### src/rtl/pwm_sample_fifo.sv
// Sample queue between the CPU-side producer and the PWM frame renderer.
// Occupancy is tracked by a level counter; pointers wrap naturally.
module pwm_sample_fifo #(
    parameter int WIDTH = 10,
    parameter int DEPTH = 4
) (
    input  logic                     clk,
    input  logic                     rst,
    input  logic                     push_i,
    input  logic                     pop_i,
    input  logic [WIDTH-1:0]         din_i,
    output logic [WIDTH-1:0]         dout_o,
    output logic                     full_o,
    output logic                     empty_o,
    output logic [$clog2(DEPTH):0]   level_o
);
    localparam int AW = $clog2(DEPTH);
    localparam int LW = AW + 1;

    logic [WIDTH-1:0] mem_q [DEPTH];
    logic [AW-1:0]    wr_ptr_q, wr_ptr_d;
    logic [AW-1:0]    rd_ptr_q, rd_ptr_d;
    logic [LW-1:0]    level_q, level_d;
    logic             do_push_s;
    logic             do_pop_s;

    assign full_o    = (level_q == LW'(DEPTH));
    assign empty_o   = (level_q == {LW{1'b0}});
    assign level_o   = level_q;
    assign dout_o    = mem_q[rd_ptr_q];
    assign do_push_s = push_i && !full_o;
    assign do_pop_s  = pop_i && !empty_o;

    // Pointer and level next-state; a simultaneous push and pop leaves the level unchanged.
    always_comb begin
        wr_ptr_d = wr_ptr_q;
        rd_ptr_d = rd_ptr_q;
        level_d  = level_q;
        if (do_push_s) begin
            wr_ptr_d = wr_ptr_q + {{(AW-1){1'b0}}, 1'b1};
        end else begin
            wr_ptr_d = wr_ptr_q;
        end
        if (do_pop_s) begin
            rd_ptr_d = rd_ptr_q + {{(AW-1){1'b0}}, 1'b1};
        end else begin
            rd_ptr_d = rd_ptr_q;
        end
        case ({do_push_s, do_pop_s})
            2'b10:   level_d = level_q + {{(LW-1){1'b0}}, 1'b1};
            2'b01:   level_d = level_q - {{(LW-1){1'b0}}, 1'b1};
            default: level_d = level_q;
        endcase
    end

    // Pointer and level registers.
    always_ff @(posedge clk) begin
        if (rst) begin
            wr_ptr_q <= {AW{1'b0}};
            rd_ptr_q <= {AW{1'b0}};
            level_q  <= {LW{1'b0}};
        end else begin
            wr_ptr_q <= wr_ptr_d;
            rd_ptr_q <= rd_ptr_d;
            level_q  <= level_d;
        end
    end

    // Storage array; contents are don't-care until written.
    always_ff @(posedge clk) begin
        if (do_push_s) begin
            mem_q[wr_ptr_q] <= din_i;
        end
    end
endmodule

### src/rtl/pwm_dac.sv
// PWM audio sink: buffers duty samples and renders one per 2^WIDTH-cycle frame
// on a registered single-bit output, flagging frames that start with no sample.
module pwm_dac #(
    parameter int WIDTH      = 10,
    parameter int FIFO_DEPTH = 4
) (
    input  logic                          clk,
    input  logic                          rst,
    input  logic                          enable,
    input  logic [WIDTH-1:0]              sample_data,
    input  logic                          sample_valid,
    output logic                          sample_ready,
    output logic                          pwm_out,
    output logic                          underrun,
    input  logic                          underrun_clear,
    output logic [$clog2(FIFO_DEPTH):0]   fifo_level
);
    localparam logic [WIDTH-1:0] CNT_MAX = {WIDTH{1'b1}};

    logic [WIDTH-1:0] cnt_q, cnt_d;
    logic [WIDTH-1:0] duty_q, duty_d;
    logic             pwm_q, pwm_d;
    logic             underrun_q, underrun_d;
    logic             fifo_full_s;
    logic             fifo_empty_s;
    logic [WIDTH-1:0] fifo_dout_s;
    logic             push_s;
    logic             pop_s;
    logic             boundary_s;

    // Ready depends only on occupancy and reset, never on this cycle's valid or pop.
    assign sample_ready = !fifo_full_s && !rst;
    assign push_s       = sample_valid && sample_ready;
    assign boundary_s   = enable && (cnt_q == CNT_MAX);
    assign pop_s        = boundary_s && !fifo_empty_s;

    pwm_sample_fifo #(
        .WIDTH (WIDTH),
        .DEPTH (FIFO_DEPTH)
    ) u_fifo (
        .clk     (clk),
        .rst     (rst),
        .push_i  (push_s),
        .pop_i   (pop_s),
        .din_i   (sample_data),
        .dout_o  (fifo_dout_s),
        .full_o  (fifo_full_s),
        .empty_o (fifo_empty_s),
        .level_o (fifo_level)
    );

    // Frame counter, duty reload at the boundary, compare and sticky underrun (set beats clear).
    always_comb begin
        cnt_d      = cnt_q;
        duty_d     = duty_q;
        underrun_d = underrun_q;
        pwm_d      = enable && (cnt_q < duty_q);
        if (enable) begin
            cnt_d = cnt_q + {{(WIDTH-1){1'b0}}, 1'b1};
        end else begin
            cnt_d = {WIDTH{1'b0}};
        end
        if (pop_s) begin
            duty_d = fifo_dout_s;
        end else begin
            duty_d = duty_q;
        end
        if (boundary_s && fifo_empty_s) begin
            underrun_d = 1'b1;
        end else if (underrun_clear) begin
            underrun_d = 1'b0;
        end else begin
            underrun_d = underrun_q;
        end
    end

    // State registers; reset discards the frame position and the current duty.
    always_ff @(posedge clk) begin
        if (rst) begin
            cnt_q      <= {WIDTH{1'b0}};
            duty_q     <= {WIDTH{1'b0}};
            pwm_q      <= 1'b0;
            underrun_q <= 1'b0;
        end else begin
            cnt_q      <= cnt_d;
            duty_q     <= duty_d;
            pwm_q      <= pwm_d;
            underrun_q <= underrun_d;
        end
    end

    assign pwm_out  = pwm_q;
    assign underrun = underrun_q;
endmodule
### config.mk
export PLATFORM = sky130hd
export DESIGN_NAME = pwm_dac
export DESIGN_NICKNAME = d
export VERILOG_FILES = /design/src/rtl/pwm_sample_fifo.sv /design/src/rtl/pwm_dac.sv
export SDC_FILE = /design/constraint.sdc
export NUM_CORES = 1
export LEC_CHECK = 0
export ABC_AREA = 1
export BUFFER_PORTS_ARGS = -buffer_cell sky130_fd_sc_hd__clkbuf_2
export CAP_MARGIN = 20
export CORE_MARGIN = 1
export CORE_UTILIZATION = 55
export DETAILED_ROUTE_END_ITERATION = 10
export PLACE_DENSITY = 0.74
export SYNTH_ARGS = -nofsm -noshare
export SYNTH_HDL_FRONTEND = slang
export SYNTH_SLANG_ARGS = --single-unit
### constraint.sdc
create_clock -name clk -period 2.6 [get_ports clk]
set_input_delay 0.26 -clock clk [delete_from_list [all_inputs] [get_ports clk]]
set_output_delay 0.26 -clock clk [all_outputs]
set_load 0.1 [all_outputs]
; Word level (Yosys, flattened, before mapping)
; Memory sizes are Yosys's and may differ from the RTL's. A register that Yosys moved wholly into a read port is not among the register bits.
; Cells that the tools add are included.
[classes]
n_eq_ne = 4
mux = 5
reduce_logical = 15
n_bitwise = 1
add_sub_neg = 5
order_cmp = 1
[op_table]
columns = operator, count
row1 = "adder 10 x 1 -> 10 bit, second input constant", 1
row2 = "== test 10 bit, second input constant", 1
row3 = less-than comparator 10 bit, 1
row4 = logical AND 1 bit, 8
row5 = one-hot mux 3 bit (2 select lines), 1
row6 = "adder 2 x 1 -> 2 bit, second input constant", 2
row7 = two-way mux 1 bit, 4
row8 = nonzero test 2 bit, 2
row9 = "adder 3 x 1 -> 3 bit, second input constant", 1
row10 = "== test 3 bit, second input constant", 1
row11 = zero test 1 bit, 3
row12 = zero test 3 bit, 1
row13 = "subtractor 3 x 1 -> 3 bit, second input constant", 1
row14 = "== test 2 x 1 -> 1 bit, second input constant", 1
row15 = "== test 2 bit, second input constant", 1
row16 = OR reduction 2 bit, 1
row17 = NOT 1 bit, 1
[word_totals]
register_bits = 19
n_memories = 1
output_inout_bits = 6
ram_bits = 40
[memory_table]
columns = memory, words, width, rd, rd_clocked_by_memory_dff, write_ports, line_no
row1 = u_fifo.mem_q, 4, 10, 1, 1, 1, pwm_sample_fifo.sv:20  ; logic [WIDTH-1:0] mem_q [DEPTH];

; Logic depth before layout (Yosys ltp)
[depth]
word_depth = 7
ltp_mapped = 11
mapped_depth_nobuf = 11

; By module
; A second synthesis with hierarchy kept.
[hier_totals]
hier_cells = 331
hier_area_um2 = 3138.0
[modules_own_cells]
columns = module, cells_each, area_each_um2, instances
row1 = pwm_sample_fifo, 167, 1983.2, 1
row2 = pwm_dac, 164, 1154.9, 1

; Worst setup path after synthesis
; OpenSTA, ideal clock, no wires.
[synth_path]
path_kind = register to output
start = register u_fifo.level_q[1], in the netlist u_fifo.level_o[1]
end = output port sample_ready
required_ns = 2.340
path_slack_ns = -0.557
path_stages_with_launch = 3
t_arrival_ns = 2.897
path_cell_list = dfxtp_1 > inv_1 > a31oi_1
[synth_between]
elab_chain_len = 3
[synth_rtl]
columns = item, line_no
row1 = from (decl), pwm_sample_fifo.sv:23  ; logic [LW-1:0] level_q, level_d;
row2 = from (signal assigned), pwm_sample_fifo.sv:61  ; level_q <= {LW{1'b0}};
row3 = from (signal assigned), pwm_sample_fifo.sv:65  ; level_q <= level_d;
row4 = == test 3 bit, pwm_sample_fifo.sv:27  ; assign full_o = (level_q == LW'(DEPTH));
row5 = zero test 1 bit, pwm_dac.sv:32  ; assign sample_ready = !fifo_full_s && !rst;
row6 = logical AND 1 bit, pwm_dac.sv:32
row7 = to (decl), pwm_dac.sv:12  ; output logic sample_ready,
; No other way between the ends.

; Worst setup path in the final report
[layout_path]
start = register cnt_q[0]
end = register u_fifo.level_q[2], in the netlist u_fifo.level_o[2]
[layout_between]
elab_chain_len = 6
word_cells_on_any_way = 8
classes_between = eq/ne: 3 / mux: 1 / reduce/logical: 4
[layout_rtl]
columns = item, line_no
row1 = from (decl), pwm_dac.sv:20  ; logic [WIDTH-1:0] cnt_q, cnt_d;
row2 = from (signal assigned), pwm_dac.sv:80  ; cnt_q <= {WIDTH{1'b0}};
row3 = from (signal assigned), pwm_dac.sv:85  ; cnt_q <= cnt_d;
row4 = == test 10 bit *, pwm_dac.sv:34  ; assign boundary_s = enable && (cnt_q == CNT_MAX);
row5 = logical AND 1 bit *, pwm_dac.sv:34
row6 = logical AND 1 bit *, pwm_dac.sv:35  ; assign pop_s = boundary_s && !fifo_empty_s;
row7 = via pop_s, pwm_dac.sv:28  ; logic pop_s;
row8 = logical AND 1 bit *, pwm_sample_fifo.sv:32  ; assign do_pop_s = pop_i && !empty_o;
row9 = == test 2 x 1 -> 1 bit / == test 2 bit (equally long branches), pwm_sample_fifo.sv:49  ; case ({do_push_s, do_pop_s})
row10 = one-hot mux 3 bit (2 select lines) / nonzero test 2 bit (equally long branches), n/a
; The timed path passes the listed nets; every way through them passes the cells marked *.
; A chain may end at the register's enable or synchronous reset.

==> results.md <==
* Status: finished, final reports clean
* Max-Slew Margin vs Limit at 45.8%
* Total Power at approximately 2200 uW
* Met1 usage at 23.8%
* Worst-margin pin slew at 812 ps
* Post-synthesis register bit count at 69
* Worst skew pair latency at ~340 ps
* Crit path capture type: flop
* Clock root buffer: clkbuf_8
* Setup crit start kind: flop
* Rows at 26
* First-pass GRT wire length at between 9000 and 10000 um
* Share of layout cells above drive strength 1 at roughly 15%
* Clock Path Buffers at 2
* CTS tree: yes
* Clk_skew at between 9 and 10 ps
* CTS Hold Bufs at 0
* DR vias at around 2200
* Mapped Cells at ~320
* Post-route cell area at ~3400 um^2
* Unrepaired setup endpoints after global routing: false
* GRT busiest layer: met2
* GP Congestion at just over 0.8
* Crit Path Category: flop to flop
* Initial antenna violation count at 0
* GRT met3 Usage at under 10%
* Tmin final at ~2200 ps
* Post-synthesis cell area at roughly 3100 um^2
* Area growth syn-to-layout at 12.8%
* IO Count at 21
* CP Data Arrival Time at about 2500 ps
* Pre-CTS setup slack at between 500 and 600 ps
* # DRC at 0
* Synth warn at 0
* Antenna Cells at 0
* GRT met2 Usage at between 30% and 40%
* Worst hold path class: input pin to flop
* Num CTS Buffers at 9
* Final Hold Fails at 0
* Post-CTS setup buffer count at 0
* Final HPWL DP at about 3500 um
* Mean Syn Cell Area at around 9.5 um^2
* Sequential-to-total area share from yosys stat at roughly three fifths
* Total global-route track usage at a little over a fifth
* Post-cts resize count at 0
* GRT overflow at 0
* Leakage Power at 0.00141 uW
* IO buf count at 20
* Syn Nets at 352
* Hold slack at 132 ps
* Worst Path Required at between 2000 and 3000 ps
* Largest net degree at the start of global routing at 23
* # Max-Cap Violations at 0
* Netlist cell types at 25
* CP max FO at 4
* DR iter-0 viols at approximately 130
* Vias in the first global route at 2110
* Area of the multi-input gates at around 1100 um^2
* Register area at around 1800 um^2
* Setup WS post-layout at between 300 and 400 ps
* ANT nets after route at 0
* Starting Density at between 50% and 60%
* Vias per inst at 5.09
* Detailed Route WL at roughly 5400 um
* Wire length per cell at ~13 um
* Fmax at between 400 and 500 MHz
* PwrDens at 640 nW/um^2
* H-tree depth at 3
* Die Wd at approximately 76 um
* Maximum VDD drop at between 0.0004 and 0.0005 V
* Die area at between 5000 and 6000 um^2
* Die Y at around 76 um
* Final Max Tran Viols at 0
* Clock sink count at 69
* Layout Nets at 380
* Core Box Area at about 5200 um^2
* Placed cell areas at between 3000 and 4000 um^2
* Fin crit share at ~85%
* Reg clk slew, reported paths at 70 ps
* Final setup fails at 0
* Fillers at slightly above 400
* Drt pass-1 iters at 4
* Sum of negative setup slack at 0 ps
## registers in the layout, indices dropped and copies added, names as in the netlist
name,cells
u_fifo.rd_ptr_q,2
u_fifo.wr_ptr_q,2
cnt_q,10
underrun,1
u_fifo.mem_q,40
pwm_out,1
duty_q,10
u_fifo.level_o,3
## cells in the final DEF, fill, tap and decap left out, types with 4 or more instances in the layout
cell type	synthesis	routed
o21ai_1	17	17
inv_2	4	4
clkbuf_2	0	20
edfxtp_1	40	40
nand3_1	7	7
dfxtp_1	29	27
ha_1	15	15
nor2_1	73	73
a21oi_1	16	16
buf_4	2	6
o21ai_0	25	25
nand2_1	40	40
clkbuf_8	0	9
inv_1	30	30
## metal layers
layer | part of all wire [%] | vias up | wire length (um)
li1 | - | 1114 | -
met1 | 43 | 979 | 2310
met2 | 49 | 51 | 2640
met3 | 5.6 | 15 | 300
met4 | 2.6 | 0 | 138
met5 | 0 | - | 0
## per-stage QoR
stage / instances / util [%]
2_1_floorplan: 321 / -
3_3_place_gp: 408 / 61.8
3_5_place_dp: 408 / 61.8
4_1_cts: 424 / 65.7
5_1_grt: 424 / 65.7
6_report: 424 / 65.7
## cells by family after synthesis
kind of cell / Yosys count / synth area share, %
AOI/OAI and AO/OA: 59 / 9.72
DFF: 69 / 58.4
adders and majority gates: 16 / 6.81
and+or+nand+nor: 132 / 18.5
buffers and inverters: 43 / 5.99
xor gates and xnor gates: 2 / 0.574
## power by group
| part | leakage, uW | switching, uW | internal (uW) |
|---|---|---|---|
| logic | 0.000711 | 82.7 | 31.8 |
| registers | 0.000599 | 8.55 | 1180 |
| clock network | 0.000105 | 374 | 530 |
## path summary, 6_finish.rpt
check                        startpoint                             end  slack, ps  depth (start not counted)
setup reg to reg    cnt_q[0]$_SDFF_PP0_  u_fifo.level_o[2]$_SDFFE_PP0P_        380                         11
hold / removal           sample_data[7]    u_fifo.mem_q[0][7]$_DFFE_PP_        130                          1
hold reg to reg   underrun$_SDFFE_PP0P_           underrun$_SDFFE_PP0P_        460                          2
setup / recovery    cnt_q[0]$_SDFF_PP0_  u_fifo.level_o[2]$_SDFFE_PP0P_        380                         11
## area by class of cell
class,count,share of cell area (%)
Sequential cell,69,51.8
Multi-Input combinational cell,209,31.8
Timing Repair Buffer,26,4.22
Clock buffer,10,3.71
Inverter,34,3.71
Tap cell,70,2.54
Clock inverter,6,2.25
## cell usage after synthesis
cell	instances	area [um^2]
o21ai_0	25	125
nor2_2	1	6.26
nor2_4	3	33.8
a21oi_1	16	80.1
edfxtp_1	40	1200
fa_1	1	20.0
buf_4	2	15.0
a31oi_1	1	6.26
nand4_4	1	21.3
xor2_1	2	17.5
dfxtp_1	29	581
o21ai_1	17	85.1
nor3_1	3	15.0
inv_2	4	15.0
buf_2	5	25.0
buf_6	1	11.3
nand3_1	7	35.0
nand2_1	40	150
ha_1	15	188
inv_1	30	113
nor2_1	73	274
nand3b_1	1	7.51
clkbuf_1	1	3.75
nand3_2	1	10.0
nand2_2	2	12.5
## critical path, stage by stage, from the launching register on
cell	delay, ps
dfxtp_1	340
ha_1	240
nand2_2	100
nor2_4	40
nand4_4	80
inv_1	60
ha_1	250
fa_1	420
a21oi_1	200
o21ai_0	140
o21ai_0	190
a21oi_1	50
No activity file was read; power rests on OpenSTA's default activity.
